===== src/rtl/coord_stack_pkg.sv =====
// coord_stack_pkg: shared widths, coordinate type and replay FSM states
package coord_stack_pkg;
  localparam int DEF_ADDR_W = 4;
  localparam int DEF_ADDR_H = 4;
  localparam int DEF_DEPTH = 16;
  localparam int DEF_PTR_W = 4;
  typedef struct packed {
    logic [DEF_ADDR_W-1:0] x;
    logic [DEF_ADDR_H-1:0] y;
  } coord_t;
  typedef enum logic {S_IDLE, S_REPLAY} state_t;
endpackage


===== src/rtl/coord_stack_if.sv =====
// coord_stack_if: command, status and replay-stream signals of the coordinate stack
interface coord_stack_if #(
  parameter int ADDR_W = 4,
  parameter int ADDR_H = 4,
  parameter int PTR_W = 4
);
  logic clr;
  logic push;
  logic pop;
  logic [ADDR_W-1:0] push_x;
  logic [ADDR_H-1:0] push_y;
  logic [ADDR_W-1:0] top_x;
  logic [ADDR_H-1:0] top_y;
  logic empty;
  logic full;
  logic [PTR_W:0] count;
  logic ovf_err;
  logic udf_err;
  logic replay_start;
  logic busy;
  logic out_valid;
  logic out_ready;
  logic [ADDR_W-1:0] out_x;
  logic [ADDR_H-1:0] out_y;
  logic out_last;
  modport master (
    output clr, push, pop, push_x, push_y, replay_start, out_ready,
    input top_x, top_y, empty, full, count, ovf_err, udf_err, busy, out_valid, out_x, out_y, out_last
  );
  modport slave (
    input clr, push, pop, push_x, push_y, replay_start, out_ready,
    output top_x, top_y, empty, full, count, ovf_err, udf_err, busy, out_valid, out_x, out_y, out_last
  );
endinterface


===== src/rtl/coord_mem.sv =====
// coord_mem: unreset storage array, one sync write port and two combinational read ports
module coord_mem #(
  parameter int W = 8,
  parameter int DEPTH = 16,
  parameter int AW = 4
) (
  input  logic          clk,
  input  logic          we,
  input  logic [AW-1:0] waddr,
  input  logic [W-1:0]  wdata,
  input  logic [AW-1:0] raddr_a,
  output logic [W-1:0]  rdata_a,
  input  logic [AW-1:0] raddr_b,
  output logic [W-1:0]  rdata_b
);
  logic [W-1:0] mem_q [DEPTH];
  // write port; contents survive reset and clear
  always_ff @(posedge clk) begin
    if (we) mem_q[waddr] <= wdata;
  end
  assign rdata_a = mem_q[raddr_a];
  assign rdata_b = mem_q[raddr_b];
endmodule


===== src/rtl/coord_stack.sv =====
// coord_stack: coordinate LIFO with full/empty, sticky errors and bottom-to-top replay
module coord_stack
  import coord_stack_pkg::*;
#(
  parameter int ADDR_W = DEF_ADDR_W,
  parameter int ADDR_H = DEF_ADDR_H,
  parameter int DEPTH = DEF_DEPTH,
  parameter int PTR_W = DEF_PTR_W
) (
  input logic clk,
  input logic rst,
  coord_stack_if.slave bus
);
  localparam int W = ADDR_W + ADDR_H;
  state_t state_q, state_d;
  logic [PTR_W:0] count_q, count_d, cnt_m1;
  logic [PTR_W-1:0] rd_idx_q, rd_idx_d, waddr;
  logic ovf_q, ovf_d, udf_q, udf_d;
  logic idle, empty, full, go, act, ps, po, pp, last, we;
  logic [W-1:0] top_d, rd_d;
  assign idle = state_q == S_IDLE;
  assign empty = count_q == '0;
  assign full = count_q == (PTR_W+1)'(DEPTH);
  assign cnt_m1 = count_q - 1'b1;
  assign last = {1'b0, rd_idx_q} == cnt_m1;
  assign ps = bus.push && !bus.pop;
  assign po = bus.pop && !bus.push;
  assign pp = bus.push && bus.pop;
  // a replay launch takes the cycle, so push/pop only act in an idle cycle without clr or launch
  assign go = idle && !bus.clr && bus.replay_start && !empty;
  assign act = idle && !bus.clr && !go;
  assign we = act && bus.push && (!full || (bus.pop && !empty));
  assign waddr = (bus.pop && !empty) ? cnt_m1[PTR_W-1:0] : count_q[PTR_W-1:0];
  coord_mem #(.W(W), .DEPTH(DEPTH), .AW(PTR_W)) u_mem (
    .clk(clk),
    .we(we),
    .waddr(waddr),
    .wdata({bus.push_x, bus.push_y}),
    .raddr_a(cnt_m1[PTR_W-1:0]),
    .rdata_a(top_d),
    .raddr_b(rd_idx_q),
    .rdata_b(rd_d)
  );
  // state, pointer and sticky flags; reset behaves like an asynchronous clr
  always_ff @(posedge clk or posedge rst) begin
    if (rst) begin
      state_q <= S_IDLE;
      count_q <= '0;
      rd_idx_q <= '0;
      ovf_q <= 1'b0;
      udf_q <= 1'b0;
    end else begin
      state_q <= state_d;
      count_q <= count_d;
      rd_idx_q <= rd_idx_d;
      ovf_q <= ovf_d;
      udf_q <= udf_d;
    end
  end
  // next state: clr wins, then the replay FSM, then push/pop
  always_comb begin
    state_d = bus.clr ? S_IDLE : go ? S_REPLAY : (!idle && bus.out_ready && last) ? S_IDLE : state_q;
    rd_idx_d = idle ? '0 : bus.out_ready ? rd_idx_q + 1'b1 : rd_idx_q;
    count_d = bus.clr ? '0 :
              !act ? count_q :
              (ps && !full) || (pp && empty) ? count_q + 1'b1 :
              (po && !empty) ? cnt_m1 : count_q;
    ovf_d = !bus.clr && (ovf_q || (act && ps && full));
    udf_d = !bus.clr && (udf_q || (act && po && empty));
  end
  // outputs: replay stream is forced to zero outside REPLAY
  always_comb begin
    bus.busy = !idle;
    bus.out_valid = !idle;
    bus.out_last = !idle && last;
    {bus.out_x, bus.out_y} = idle ? '0 : rd_d;
    {bus.top_x, bus.top_y} = top_d;
    bus.empty = empty;
    bus.full = full;
    bus.count = count_q;
    bus.ovf_err = ovf_q;
    bus.udf_err = udf_q;
  end
endmodule


===== src/flat_wrapper.sv =====
// flat-port wrapper written by rule: the top's interface ports become plain ports
module coord_stack_flat import coord_stack_pkg::*;
#(
  parameter int ADDR_W = DEF_ADDR_W,
  parameter int ADDR_H = DEF_ADDR_H,
  parameter int DEPTH = DEF_DEPTH,
  parameter int PTR_W = DEF_PTR_W
)
  (clk, rst, bus_clr, bus_push, bus_pop, bus_push_x, bus_push_y, bus_replay_start, bus_out_ready, bus_top_x, bus_top_y, bus_empty, bus_full, bus_count, bus_ovf_err, bus_udf_err, bus_busy, bus_out_valid, bus_out_x, bus_out_y, bus_out_last);
  coord_stack_if #(.ADDR_W(ADDR_W), .ADDR_H(ADDR_H), .PTR_W(PTR_W)) bus_i ();
  input logic clk;
  input logic rst;
  input wire logic [$bits(bus_i.clr)-1:0] bus_clr;
  input wire logic [$bits(bus_i.push)-1:0] bus_push;
  input wire logic [$bits(bus_i.pop)-1:0] bus_pop;
  input wire logic [$bits(bus_i.push_x)-1:0] bus_push_x;
  input wire logic [$bits(bus_i.push_y)-1:0] bus_push_y;
  input wire logic [$bits(bus_i.replay_start)-1:0] bus_replay_start;
  input wire logic [$bits(bus_i.out_ready)-1:0] bus_out_ready;
  output wire logic [$bits(bus_i.top_x)-1:0] bus_top_x;
  output wire logic [$bits(bus_i.top_y)-1:0] bus_top_y;
  output wire logic [$bits(bus_i.empty)-1:0] bus_empty;
  output wire logic [$bits(bus_i.full)-1:0] bus_full;
  output wire logic [$bits(bus_i.count)-1:0] bus_count;
  output wire logic [$bits(bus_i.ovf_err)-1:0] bus_ovf_err;
  output wire logic [$bits(bus_i.udf_err)-1:0] bus_udf_err;
  output wire logic [$bits(bus_i.busy)-1:0] bus_busy;
  output wire logic [$bits(bus_i.out_valid)-1:0] bus_out_valid;
  output wire logic [$bits(bus_i.out_x)-1:0] bus_out_x;
  output wire logic [$bits(bus_i.out_y)-1:0] bus_out_y;
  output wire logic [$bits(bus_i.out_last)-1:0] bus_out_last;
  assign bus_i.clr = bus_clr;
  assign bus_i.push = bus_push;
  assign bus_i.pop = bus_pop;
  assign bus_i.push_x = bus_push_x;
  assign bus_i.push_y = bus_push_y;
  assign bus_i.replay_start = bus_replay_start;
  assign bus_i.out_ready = bus_out_ready;
  assign bus_top_x = bus_i.top_x;
  assign bus_top_y = bus_i.top_y;
  assign bus_empty = bus_i.empty;
  assign bus_full = bus_i.full;
  assign bus_count = bus_i.count;
  assign bus_ovf_err = bus_i.ovf_err;
  assign bus_udf_err = bus_i.udf_err;
  assign bus_busy = bus_i.busy;
  assign bus_out_valid = bus_i.out_valid;
  assign bus_out_x = bus_i.out_x;
  assign bus_out_y = bus_i.out_y;
  assign bus_out_last = bus_i.out_last;
  coord_stack #(.ADDR_W(ADDR_W), .ADDR_H(ADDR_H), .DEPTH(DEPTH), .PTR_W(PTR_W)) u_core (.clk(clk), .rst(rst), .bus(bus_i));
endmodule

===== config.mk =====
export PLATFORM = sky130hd
export DESIGN_NAME = coord_stack_flat
export DESIGN_NICKNAME = d
export VERILOG_FILES = /design/src/rtl/coord_stack_pkg.sv /design/src/rtl/coord_stack_if.sv /design/src/rtl/coord_mem.sv /design/src/rtl/coord_stack.sv /design/src/flat_wrapper.sv
export SDC_FILE = /design/constraint.sdc
export NUM_CORES = 1
export LEC_CHECK = 0
export BUFFER_PORTS_ARGS = -buffer_cell sky130_fd_sc_hd__buf_2
export CAP_MARGIN = 20
export CORE_MARGIN = 2
export CORE_UTILIZATION = 55
export DETAILED_ROUTE_END_ITERATION = 6
export GPL_TIMING_DRIVEN = 0
export PLACE_DENSITY = 0.76
export SLEW_MARGIN = 40
export SYNTH_ARGS = -nofsm -noshare
export SYNTH_HDL_FRONTEND = slang
export SYNTH_HIERARCHICAL = 1
export SYNTH_SLANG_ARGS = --single-unit

===== constraint.sdc =====
create_clock -name clk -period 3 [get_ports clk]
set_input_delay 0.3 -clock clk [delete_from_list [all_inputs] [get_ports clk]]
set_output_delay 0.3 -clock clk [all_outputs]
set_load 0.02 [all_outputs]

== After elaboration in Yosys (flattened, before gate mapping) ==
Memories as Yosys holds them, arrays and structs flattened.
Cells that the tools add are included.
Storage, ports and cells
  register bits: 12
  RAM bits: 128
  input bits: 15
  output and inout bits: 28
  logic and storage cells: 63
  memories kept: 1
Operators by class
  add/subtract/negate cells: 3
  eq/ne operators: 3
  multiplexer cells: 13
  bitwise operators: 1
  reduce and logical (&&, ||, !) cells: 37
Memory list
  u_core.u_mem.mem_q: depth 16, bits a word 8, rd ports 2, clocked after memory_dff 0, write ports 1, RTL line coord_mem.sv:16  | logic [W-1:0] mem_q [DEPTH];
Operator list (count)
  1-bit logical AND: 22
  5-bit two-way mux: 4
  4-bit two-way mux: 3
  8-bit two-way mux: 1
  1-bit logical NOT: 6
  3-bit nonzero test: 2
  5-bit by 1-bit adder with 5-bit output (second input constant): 1
  4-bit by 5-bit equality test with 1-bit output: 1
  5-bit equality test (second input constant): 1
  5-bit logical NOT: 1
  1-bit two-way mux: 5
  5-bit by 1-bit subtractor with 5-bit output (second input constant): 1
  4-bit by 1-bit adder with 4-bit output (second input constant): 1
  1-bit logical OR: 4
  2-bit inequality test (second input constant): 1
  2-bit AND reduction: 1
  2-bit nonzero test: 1
  1-bit inverter: 1

== Longest topological paths before layout ==
  depth after elaboration: 10
  mapped depth: 9
  gate-level depth less buffers: 9

== Modules after synthesis ==
Netlist, hierarchy kept.
Modules (own cells, without submodules)
  coord_mem: instances 1, cells an instance 291, area each 6025.8 um2, seq. area each 3843.7 um2
  coord_stack: instances 1, cells an instance 110, area each 952.2 um2, seq. area each 300.3 um2

== Least setup slack after synthesis ==
OpenSTA, ideal clock, no wires.
  path kind: flip-flop to flip-flop
  from: register u_core.count_q[0] (netlist: u_core/bus.count[0])
  to: memory u_core.u_mem.mem_q[0][0], enable pin
  setup time: 383 ps
  arrival time: 3119 ps
  required time: 2617 ps
  slack: -502 ps
  cell stages (with the launch flop): 10
  path buffers: 0
  period minus slack after synthesis: 3502 ps
  cells stage by stage: dfrtp_1 > inv_1 > ha_1 > or3b_4 > nor2_1 > nor2b_1 > nand2_1 > xnor2_1 > or3b_2 > nor3_1
On the way
  elaborated cells on any way between the ends: 15
  those cells by class: add/sub: 1; eq/ne: 1; mux: 3; reduce/logical: 10
RTL lines
  start: declaration: RTL line coord_stack.sv:16  | logic [PTR_W:0] count_q, count_d, cnt_m1;
  start signal: assignment: RTL line coord_stack.sv:54  | count_q <= count_d;
  5-bit by 1-bit subtractor with 5-bit output: RTL line coord_stack.sv:24  | assign cnt_m1 = count_q - 1'b1;
  named net u_core.cnt_m1[0]: RTL line coord_stack.sv:16
  4-bit two-way mux: RTL line coord_stack.sv:33  | assign waddr = (bus.pop && !empty) ? cnt_m1[PTR_W-1:0] : count_q[PTR_W-1:0];
  end: declaration: RTL line coord_mem.sv:16
The timed path passes the listed nets, and every way through them passes these cells.

== Final worst setup path ==
  from: register u_core.count_q[0] (netlist: u_core/bus.count[0])
  to: memory u_core.u_mem.mem_q[10][6], enable pin
The elaborated chain is that of the path after synthesis.

==> run summary <==
status - completed
cells along the critical path - inv_4, ha_2, or3b_4, nor2_4, nor2b_4, a21oi_4, nand2b_1, nor2_4, buf_12
kind of capture point of the worst setup path - flop
total buffers and inverters traversed by the critical path - 2
hold violation total from the final report - 0
Slew @ Worst Pin - 0.7219 ns
register bit count reported by yosys - 140
PortBufs - 40
cell mode on critical path - sky130_fd_sc_hd__nor2_4
final clock skew - 0.006349 ns
leakage power summed over all cells - 3.064 nW
starting density of the core - 55.75%
maximum number of pins on one net before global-route repair - 17
floorplan die width - 116.6 um
total power after layout - 8.610 mW
delay of the slowest cell on the worst path - 0.46 ns
worst setup path category - flop to flop
max capacitance violation total - 0
H-tree depth - 4
post-detailed-route via-to-cell ratio - 6.619
count of unique library cells instantiated by Yosys - 40
number of DRC markers in iteration 0 - 481
power density relative to cell area - 996.5 nW/um^2
Switching Fraction - 37.19%
worst rel slew slack - 51.70%
cell area after synthesis - 6978 um^2
number of cells in the design after placement - 613
share of synthesized registers carrying an async set or reset - 8.571%
Combinational Power Share - 45.0%
final setup vio count - 0
WL final - 17.89 mm
per-instance average area after synthesis - 17.40 um^2
data arrival at the endpoint of the critical path - 3.09 ns
maximum clock insertion buffer count - 2
internal cell power - 5.408 mW
clock-pin slew on the worst setup and hold paths - 0.06 ns
summed negative setup slack over all endpoints - 0 ns
die height - 116.6 um
Switching Power - 3.202 mW
number of ports placed on the die boundary - 43
layout overhead on the synthesized area - 23.83%
synthesized netlist cell count - 401
nets@finish - 503
TritonCTS clock tree - built
Top FF cell, synth - sky130_fd_sc_hd__edfxtp_1
vias - 4428
clock network latency to the later pin of the worst-skew pair - 0.42 ns
maximum net fanout on the critical path - 8
global route overflow - 0
warning count from the yosys run - 6
crit start category - flop
number of antenna violations at the first check in global routing - 0
number of sinks driven by the clock tree - 140
count of antenna diodes in the layout - 0
clock network fraction of total power - 27.1%
filler cell count - 813
Mapped Nets - 420
floorplan die area - 13600 um^2
number of enable flip-flop cells after synthesis - 128
placeable core region - 12520 um^2
total number of placement rows - 41
via count of the first global-routing pass - 4376
final number of max-transition violations - 0
length of the first detailed-routing pass in iterations - 5
DRT antenna net count - 0
fraction of final layout cells sized beyond drive strength 1 - 39.44%
final HPWL from detailed placement - 10.52 mm
wire length of the first global-routing pass - 26.12 mm
sequential share of power - 27.8%
area taken by multi-input logic gates - 2869 um^2
proportion of synthesized chip area in sequential cells - 59.39%
minimum period implied by the final worst setup slack - 2.956 ns
sequential standard cell area - 4148 um^2
CP delay by family, top - simple AND/OR/NAND/NOR gates
Worst VDD drop - 0.0007927 V
highest-delay cell along the critical path - sky130_fd_sc_hd__dfrtp_2
final weighted congestion in routability-driven placement - 0.8330
data required time at the worst endpoint - 3.14 ns
hold crit path type - input pin to flop
Total GRT Usage - 27.72%
mean routed wirelength per cell - 26.74 um
total clock buffers created by CTS - 17
share of the clock period used by the worst path after layout - 98.52%
Root Buffer - sky130_fd_sc_hd__clkbuf_16
filler-free cell count of the finished design - 669
DRC errors left - 0
max frequency - 338.3 MHz
[placed cells by master, fill, tap and decap left out, drive strengths merged, types with 4 or more instances in the layout]
| cell | count |
|---|---|
| nand2 | 22 |
| a22oi | 32 |
| inv | 9 |
| ha | 4 |
| and2 | 10 |
| buf | 83 |
| a21oi | 4 |
| nand3 | 4 |
| nor3 | 7 |
| nor2 | 28 |
| xnor2 | 10 |
| clkinv | 4 |
| mux4 | 64 |
| clkdlybuf4s25 | 5 |
| edfxtp | 128 |
| clkbuf | 21 |
| bufinv | 6 |
| mux2i | 5 |
| xor2 | 7 |
| dfrtp | 12 |
[cells by family after synthesis]
family	count (synthesis)	synth area share (%)
simple gates	92	6.563
mux	69	22.95
buf+inv	35	3.515
xor+xnor	17	2.134
compound gates	44	4.734
flops	140	59.39
fa+ha+maj	4	0.7173
[cells in the mapped netlist (all sizes together), types with 4 or more instances]
| library cell | n | area [um^2] |
|---|---|---|
| nand3 | 4 | 20.02 |
| nor3 | 7 | 40.04 |
| clkdlybuf4s25 | 6 | 60.06 |
| ha | 4 | 50.05 |
| a21oi | 4 | 20.02 |
| inv | 8 | 30.03 |
| xnor2 | 10 | 87.58 |
| a22oi | 32 | 240.2 |
| nand2 | 22 | 82.58 |
| and2 | 10 | 62.56 |
| mux2i | 5 | 50.05 |
| dfrtp | 12 | 300.3 |
| edfxtp | 128 | 3844 |
| buf | 19 | 147.6 |
| mux4 | 64 | 1551 |
| xor2 | 7 | 61.31 |
| nor2 | 28 | 105.1 |
[registers in the layout (all words and copies together) (netlist names)]
| signal | cells |
|---|---|
| u_core/rd_idx_q | 4 |
| u_core/u_mem/mem_q | 128 |
| u_core/bus.busy | 1 |
| u_core/bus.udf_err | 1 |
| u_core/bus.ovf_err | 1 |
| u_core/bus.count | 5 |
[path summary, 6_finish.rpt]
kind | cells after the start | slack, ns | endpoint | startpoint
worst max-delay path | 9 | 0.04 | u_core/u_mem/mem_q[10][6] | u_core/bus.count[0]
min in group asynchronous | 3 | 0.44 | u_core/bus.count[4] | rst
worst min register to register | 2 | 0.51 | u_core/bus.udf_err | u_core/bus.udf_err
worst min-delay path | 2 | 0.18 | u_core/bus.busy | bus_out_ready
max in group asynchronous | 3 | 2.20 | u_core/rd_idx_q[0] | rst
worst max register to register | 9 | 0.04 | u_core/u_mem/mem_q[10][6] | u_core/bus.count[0]
[stage by stage]
step                      utilization, %  cell area (um^2)  hold slack (ns)  setup WS, ns
after floorplan                        -              7041           0.1647       0.05866
after global placement             59.57              7456           0.3276       -0.3022
after detailed placement           59.66              7467           0.3369       -0.3452
after CTS                          67.28              8422           0.1585       0.01028
after global routing               69.03              8641           0.1676      -0.04165
final                              69.03              8641           0.1767       0.04427
[routing by layer]
layer / share of wire (%) / global-route usage [%] / vias up
met5: 0 / 0 / -
met4: 3.6 / 10.67 / 0
met3: 8.7 / 7.161 / 56
met2: 50 / 45.66 / 287
met1: 37 / 35.99 / 2263
li1: - / - / 1822
[timing repair]
item / in CTS / in global routing
pin swaps: 7 / 11
endpoints found under the hold margin: 12 / 0
gates cloned: 0 / 0
hold buffers: 1 / 0
endpoints found under the setup margin: 136 / 136
gates resized for setup: 39 / 13
setup buffers: 8 / 16
[layout make-up]
cell class / count / share of cell area [%]
multi-input combinational: 226 / 33.20
timing repair buffer: 65 / 5.821
clock buffer: 19 / 5.010
tap: 172 / 2.491
sequential: 140 / 48.00
clock inverter: 13 / 2.549
buffer: 26 / 2.549
inverter: 8 / 0.3765
[power by group through the flow]
stage	logic, mW	clock network, mW	registers [mW]
after detailed placement	3.34	0	2.42
final	3.88	2.34	2.40
after global placement	3.29	0	2.41
after CTS	3.66	2.35	2.39
after floorplan	2.35	0	2.44
after global routing	4.07	2.44	2.41
Note: power is estimated with default switching activity, not from simulation.
